<file path="config.mk">
export PLATFORM = sky130hd
export DESIGN_NAME = load_store_unit
export DESIGN_NICKNAME = d
export VERILOG_FILES = /design/src/rtl/load_store_unit.sv
export SDC_FILE = /design/constraint.sdc
export NUM_CORES = 1
export LEC_CHECK = 0
export CORE_ASPECT_RATIO = 0.5
export CORE_MARGIN = 5
export CORE_UTILIZATION = 47
export DETAILED_ROUTE_END_ITERATION = 10
export PLACE_DENSITY = 0.81
export SLEW_MARGIN = 20
export SYNTH_ARGS = -nofsm -noshare
export SYNTH_HDL_FRONTEND = slang
export SYNTH_SLANG_ARGS = --single-unit
</file>
<file path="constraint.sdc">
create_clock -name CLK -period 2.7 [get_ports CLK]
set_input_delay 0.54 -clock CLK [delete_from_list [all_inputs] [get_ports CLK]]
set_output_delay 0.54 -clock CLK [all_outputs]
set_load 0.02 [all_outputs]
</file>
<file path="src/rtl/load_store_unit.sv">
// Memory-stage load/store controller: byte/half/word access to a word-wide data memory,
// big-endian lanes, read-modify-write for sub-word stores, one registered response per request.
module load_store_unit #(
    parameter logic [31:0] BASE       = 32'h2400,
    parameter int unsigned DEPTH_LOG2 = 10
) (
    input  logic        CLK,
    input  logic        RST_N,
    input  logic        REQ_VALID,
    output logic        REQ_READY,
    input  logic        REQ_WE,
    input  logic [1:0]  REQ_SIZE,
    input  logic        REQ_SIGNED,
    input  logic [31:0] REQ_ADDR,
    input  logic [31:0] REQ_WDATA,
    output logic        RSP_VALID,
    output logic [31:0] RSP_RDATA,
    output logic        RSP_ERR,
    output logic [31:0] MEM_ADDR,
    output logic        MEM_RW_RD,
    output logic [31:0] MEM_DIN,
    input  logic [31:0] MEM_DOUT
);

    localparam int unsigned DATA_W   = 32;
    localparam int unsigned HALF_W   = 16;
    localparam int unsigned OFF_W    = 2;
    localparam int unsigned SIZE_W   = 2;
    localparam int unsigned WIN_W    = DATA_W + 1;
    localparam logic [WIN_W-1:0] DEPTH_WORDS = WIN_W'(1) << DEPTH_LOG2;

    localparam logic [SIZE_W-1:0] SZ_BYTE = 2'b00;
    localparam logic [SIZE_W-1:0] SZ_HALF = 2'b01;
    localparam logic [SIZE_W-1:0] SZ_WORD = 2'b10;
    localparam logic [SIZE_W-1:0] SZ_ILL  = 2'b11;

    typedef enum logic [2:0] {
        S_IDLE,
        S_RD,
        S_RD_CAP,
        S_RMW_RD,
        S_RMW_MERGE,
        S_WR,
        S_RESP
    } state_t;

    // Request fields still needed after the accept edge.
    typedef struct packed {
        logic [SIZE_W-1:0] size;
        logic              sgn;
        logic [OFF_W-1:0]  off;
        logic [HALF_W-1:0] wdata;
    } req_t;

    state_t state_q;
    state_t state_d;
    req_t   req_q;
    req_t   req_d;

    logic              accept_c;
    logic              err_c;
    logic [DATA_W-1:0] byte_off_c;
    logic [DATA_W-1:0] word_off_c;
    logic [DATA_W-1:0] word_addr_c;

    logic              ready_d;
    logic              rsp_valid_d;
    logic [DATA_W-1:0] rsp_rdata_d;
    logic              rsp_err_d;
    logic [DATA_W-1:0] mem_addr_d;
    logic              mem_rw_rd_d;
    logic [DATA_W-1:0] mem_din_d;

    // Big-endian lane select and sign/zero extension of a loaded word.
    function automatic logic [DATA_W-1:0] lane_extract(
        input logic [DATA_W-1:0] word,
        input logic [SIZE_W-1:0] size,
        input logic [OFF_W-1:0]  off,
        input logic              sgn
    );
        logic [7:0]        b;
        logic [HALF_W-1:0] h;
        logic [DATA_W-1:0] r;
        b = 8'(word >> {~off, 3'b000});
        h = off[1] ? word[15:0] : word[31:16];
        case (size)
            SZ_BYTE: r = {{24{sgn & b[7]}}, b};
            SZ_HALF: r = {{16{sgn & h[15]}}, h};
            default: r = word;
        endcase
        return r;
    endfunction

    // Replace the addressed big-endian lane of the old word with the store data.
    function automatic logic [DATA_W-1:0] lane_merge(
        input logic [DATA_W-1:0] word,
        input logic [SIZE_W-1:0] size,
        input logic [OFF_W-1:0]  off,
        input logic [HALF_W-1:0] wdata
    );
        logic [DATA_W-1:0] mask;
        logic [DATA_W-1:0] r;
        if (size == SZ_BYTE) begin
            mask = DATA_W'(8'hFF) << {~off, 3'b000};
            r    = (word & ~mask) | (DATA_W'(wdata[7:0]) << {~off, 3'b000});
        end else begin
            r = off[1] ? {word[31:16], wdata} : {wdata, word[15:0]};
        end
        return r;
    endfunction

    assign accept_c    = REQ_VALID && REQ_READY;
    assign byte_off_c  = REQ_ADDR - BASE;
    assign word_off_c  = byte_off_c >> 2;
    assign word_addr_c = BASE + word_off_c;

    // Illegal size, misalignment and window checks collapse into one reject flag.
    always_comb begin
        err_c = 1'b0;
        if (REQ_SIZE == SZ_ILL) begin
            err_c = 1'b1;
        end else if ((REQ_SIZE == SZ_HALF && REQ_ADDR[0]) ||
                     (REQ_SIZE == SZ_WORD && REQ_ADDR[1:0] != 2'b00)) begin
            err_c = 1'b1;
        end else if ((REQ_ADDR < BASE) || ({1'b0, word_off_c} >= DEPTH_WORDS)) begin
            err_c = 1'b1;
        end
    end

    always_ff @(posedge CLK or negedge RST_N) begin
        if (!RST_N) begin
            state_q <= S_IDLE;
        end else begin
            state_q <= state_d;
        end
    end

    always_comb begin
        state_d = state_q;
        case (state_q)
            S_IDLE: begin
                if (accept_c) begin
                    if (err_c) begin
                        state_d = S_RESP;
                    end else if (!REQ_WE) begin
                        state_d = S_RD;
                    end else if (REQ_SIZE == SZ_WORD) begin
                        state_d = S_WR;
                    end else begin
                        state_d = S_RMW_RD;
                    end
                end
            end
            S_RD:        state_d = S_RD_CAP;
            S_RD_CAP:    state_d = S_RESP;
            S_RMW_RD:    state_d = S_RMW_MERGE;
            S_RMW_MERGE: state_d = S_WR;
            S_WR:        state_d = S_RESP;
            S_RESP:      state_d = S_IDLE;
            default:     state_d = S_IDLE;
        endcase
    end

    // Next values of every registered output; response fields change only when entering RESP.
    always_comb begin
        ready_d     = (state_d == S_IDLE);
        rsp_valid_d = (state_q == S_RESP);
        mem_rw_rd_d = (state_d != S_WR);
        rsp_rdata_d = RSP_RDATA;
        rsp_err_d   = RSP_ERR;
        mem_addr_d  = MEM_ADDR;
        mem_din_d   = MEM_DIN;
        req_d       = req_q;
        case (state_q)
            S_IDLE: begin
                if (accept_c) begin
                    req_d.size  = REQ_SIZE;
                    req_d.sgn   = REQ_SIGNED;
                    req_d.off   = REQ_ADDR[1:0];
                    req_d.wdata = REQ_WDATA[15:0];
                    if (err_c) begin
                        rsp_rdata_d = '0;
                        rsp_err_d   = 1'b1;
                    end else begin
                        mem_addr_d = word_addr_c;
                        if (REQ_WE && REQ_SIZE == SZ_WORD) begin
                            mem_din_d = REQ_WDATA;
                        end
                    end
                end
            end
            S_RD_CAP: begin
                rsp_rdata_d = lane_extract(MEM_DOUT, req_q.size, req_q.off, req_q.sgn);
                rsp_err_d   = 1'b0;
            end
            S_RMW_MERGE: begin
                mem_din_d = lane_merge(MEM_DOUT, req_q.size, req_q.off, req_q.wdata);
            end
            S_WR: begin
                rsp_rdata_d = '0;
                rsp_err_d   = 1'b0;
            end
            default: begin
            end
        endcase
    end

    always_ff @(posedge CLK or negedge RST_N) begin
        if (!RST_N) begin
            REQ_READY <= 1'b1;
            RSP_VALID <= 1'b0;
            RSP_RDATA <= '0;
            RSP_ERR   <= 1'b0;
            MEM_ADDR  <= BASE;
            MEM_RW_RD <= 1'b1;
            MEM_DIN   <= '0;
            req_q     <= '0;
        end else begin
            REQ_READY <= ready_d;
            RSP_VALID <= rsp_valid_d;
            RSP_RDATA <= rsp_rdata_d;
            RSP_ERR   <= rsp_err_d;
            MEM_ADDR  <= mem_addr_d;
            MEM_RW_RD <= mem_rw_rd_d;
            MEM_DIN   <= mem_din_d;
            req_q     <= req_d;
        end
    end

endmodule

</file>
==> out/qor.csv <==
metric;value;unit
mostFrequentLayoutCells;clkdlybuf4s50_1, dfrtp_1, buf_4;
dp_hpwl;14860;um
routed_wl;21350;um
placedCellCount;967;
grt_util_all_layers;25.99;%
drt_iter0_markers;498;
ys_types;60;
fp.dieW;175.4;um
synth_mux_area_share;17.45;%
worst-r2r-setup-slack;0.09;ns
cts_max_level;4;
antennaDiodeCount;0;
leakagePower;4.483;nW
cp-start-kind;input pin;
overflow;0;
n_fill_cell;855;
final_util;73.84;%
cp_cell_sequence;buf_12, nor3_4, xnor2_2, inv_1, buf_4, buf_4, ha_1, nand4b_1, nor4b_2, nand3b_1, o31a_4, buf_12, buf_16, mux2_4;
synth_flop_cell;dfrtp_1;
synth_top_family_by_area;multiplexers;
vdd_ir_drop_max;0.5395;mV
grt_setup_unrepaired;true;
yosysWarnings;0;
num-nets-final;935;
viasPerCell;5.629;
synth_edf_count;0;
antenna_found_initial;0;
slew_violations;0;
cp_top_family;buffers and inverters;
synth_xor_area_share;1.089;%
setup_ws;-0.003543;ns
clk_latency;0.41;ns
routed-via-count;5719;
dp_slack;-1.002;ns
setup_viol;5;
num_rows;30;
critPathCaptureType;flop;
path_clk_slew;0.06;ns
dr.pass1.iters;5;
ys_ff_latch;123;
ys_seq_area_share;47.94;%
power;10.73;mW
die_h;92.72;um
status;complete, but fails checks;
synthCells;566;
whs;0.1650;ns
drive_gt1_share;26.07;%
cp.buffers_inverters;6;
routedWlPerCell;21.01;um
core-area;0.01348;sq mm
slew_headroom;36.81;%
synthAdderAreaFrac;0.9728;%
syn_to_final_growth;54.73;%
initial_core_util;47.73;%
regToRegStartpoint;state_q[1];
cts_tree;built;
grt_pass1_wl;33380;um
port_buffers;201;
grt_max_degree;54;
period_needed;2.704;ns
r2r_cells;5;
violations;negative setup slack;
syn_nets;674;
r2r-end;MEM_DIN[10];
layout_commonest_cell;clkdlybuf4s50_1;
fmax;369.9;MHz
clockRootBuffer;clkbuf_16;
clock_sinks;123;
cp.arrival;2.99;ns
fp.dieArea;0.01627;sq mm
required;2.99;ns
avgSynthCellArea;11.36;sq um
critPathMaxStageDelay;0.36;ns
hp-class;in2async;
final_cell_count_no_fill;1016;
critPathSlowestCell;o31a_4;
post_synth_instance_area;0.006431;sq mm
clock_path_buffers;2;
tightest_slew;0.9444;ns
cp_max_fo;8;
cts_buffers;17;
synth-simple-area-share;14.16;%
grt_pass1_vias;6142;
fin_crit_sh;100.1;%
place_congestion;0.8808;
power_density;1078;mW/mm^2
max-cap-violations;0;
synth-compound-area-share;14.63;%
async_flop_share;100.0;%
skew;0.009260;ns
drc_errors;0;
hold_viol_final;0;
crit_type;in2reg;
hold_buffers;0;
ant_nets;0;
pin_count;203;
==> final cells by class <==
| type | instances | area, sq um | area share, % |
|---|---|---|---|
| Inverter | 11 | 58.81 | 0.5910 |
| Sequential cell | 123 | 3083 | 30.98 |
| Multi-Input combinational cell | 398 | 3291 | 33.07 |
| Timing Repair Buffer | 276 | 2728 | 27.41 |
| Clock inverter | 12 | 123.9 | 1.245 |
| Clock buffer | 20 | 446.7 | 4.489 |
| Tap cell | 176 | 220.2 | 2.213 |
==> registers in the layout, indices dropped and copies added (netlist names) <==
| register | flops |
|---|---|
| state_q | 3 |
| RSP_ERR | 1 |
| RSP_VALID | 1 |
| req_q | 21 |
| MEM_ADDR | 31 |
| REQ_READY | 1 |
| RSP_RDATA | 32 |
| MEM_RW_RD | 1 |
| MEM_DIN | 32 |
==> cells in the mapped netlist (all sizes together), types with 2 or more instances <==
library cell  instances  area (sq um)
dfrtp               119          2978
a221o                17         170.2
nor2                 44         165.2
nor3b                 9         72.57
nor4b                 3         26.28
o21ai                26         137.6
nor4                  4         70.07
o31a                  2         18.77
a222oi                5         50.05
or2                   5         31.28
xor2                  6         52.55
o2111ai               3         32.53
buf                  12         113.9
clkbuf               22         82.58
a22o                  2         17.52
inv                  11         41.29
a21oi                31         155.2
and4b                 2         20.02
and2                  2         12.51
dfstp                 4         105.1
nor3                 19         95.09
o2bb2ai              24         210.2
nand2                28         105.1
nand3b                2         15.01
nand4b                2         17.52
a21o                 10         75.07
nor2b                36         225.2
mux2                 72         919.6
nand3                 2         10.01
mux2i                18         180.2
xnor2                 2         17.52
nand2b                4         25.02
ha                    5         62.56
==> metal layers <==
layer | share of wire [%] | global-route usage [%] | routed length [um] | vias to the layer above
li1 | - | - | - | 2586
met1 | 41 | 32.18 | 8732 | 2845
met2 | 50 | 44.93 | 10600 | 244
met3 | 7.1 | 6.403 | 1516 | 44
met4 | 2.3 | 8.885 | 496 | 0
met5 | 0 | 0 | 0 | -
==> worst max-delay path by stage <==
stage	from	endpoint	slack, ns	cells after the start
after floorplan	REQ_ADDR[11]	MEM_DIN[0]	-0.06	12
after global placement	REQ_ADDR[10]	MEM_DIN[18]	-0.85	12
after detailed placement	REQ_ADDR[10]	MEM_DIN[23]	-1.00	12
after CTS	REQ_ADDR[11]	MEM_DIN[13]	-0.09	14
after global routing	REQ_ADDR[11]	MEM_DIN[27]	-0.11	13
final	REQ_ADDR[11]	MEM_DIN[13]	-0.004	14
==> per-stage QoR <==
| stage | TNS (ns) | cell area (sq um) |
|---|---|---|
| floorplan | -1.778 | 6491 |
| global placement | -63.12 | 9037 |
| detailed placement | -79.08 | 9037 |
| CTS | -1.825 | 9847 |
| global route | -2.538 | 9951 |
| finish | -0.01062 | 9951 |
==> repair_timing <==
action,in CTS,in global routing
setup endpoints to repair,99,96
pin swaps,14,9
gates cloned,3,1
buffers inserted,9,6
resized for setup,47,18
==> cell families (layout without fill, tap and decap cells) <==
family	count (synthesis)	in the layout
and+or+nand+nor	165	165
AOI/OAI and AO/OA	128	128
DFF	123	123
muxes	91	91
buffers and inverters	45	319
xor gates and xnor gates	8	8
adders and majority gates	5	5
other	1	1
==> report_power, final <==
part,total (mW),internal (mW),leakage (nW),switching (mW)
registers,2.99,2.50,1.58,0.486
clock network,2.22,1.37,0.272,0.842
logic,5.52,2.84,2.63,2.69
total,10.7,6.71,4.48,4.02
(Power assumes the default switching activity.)
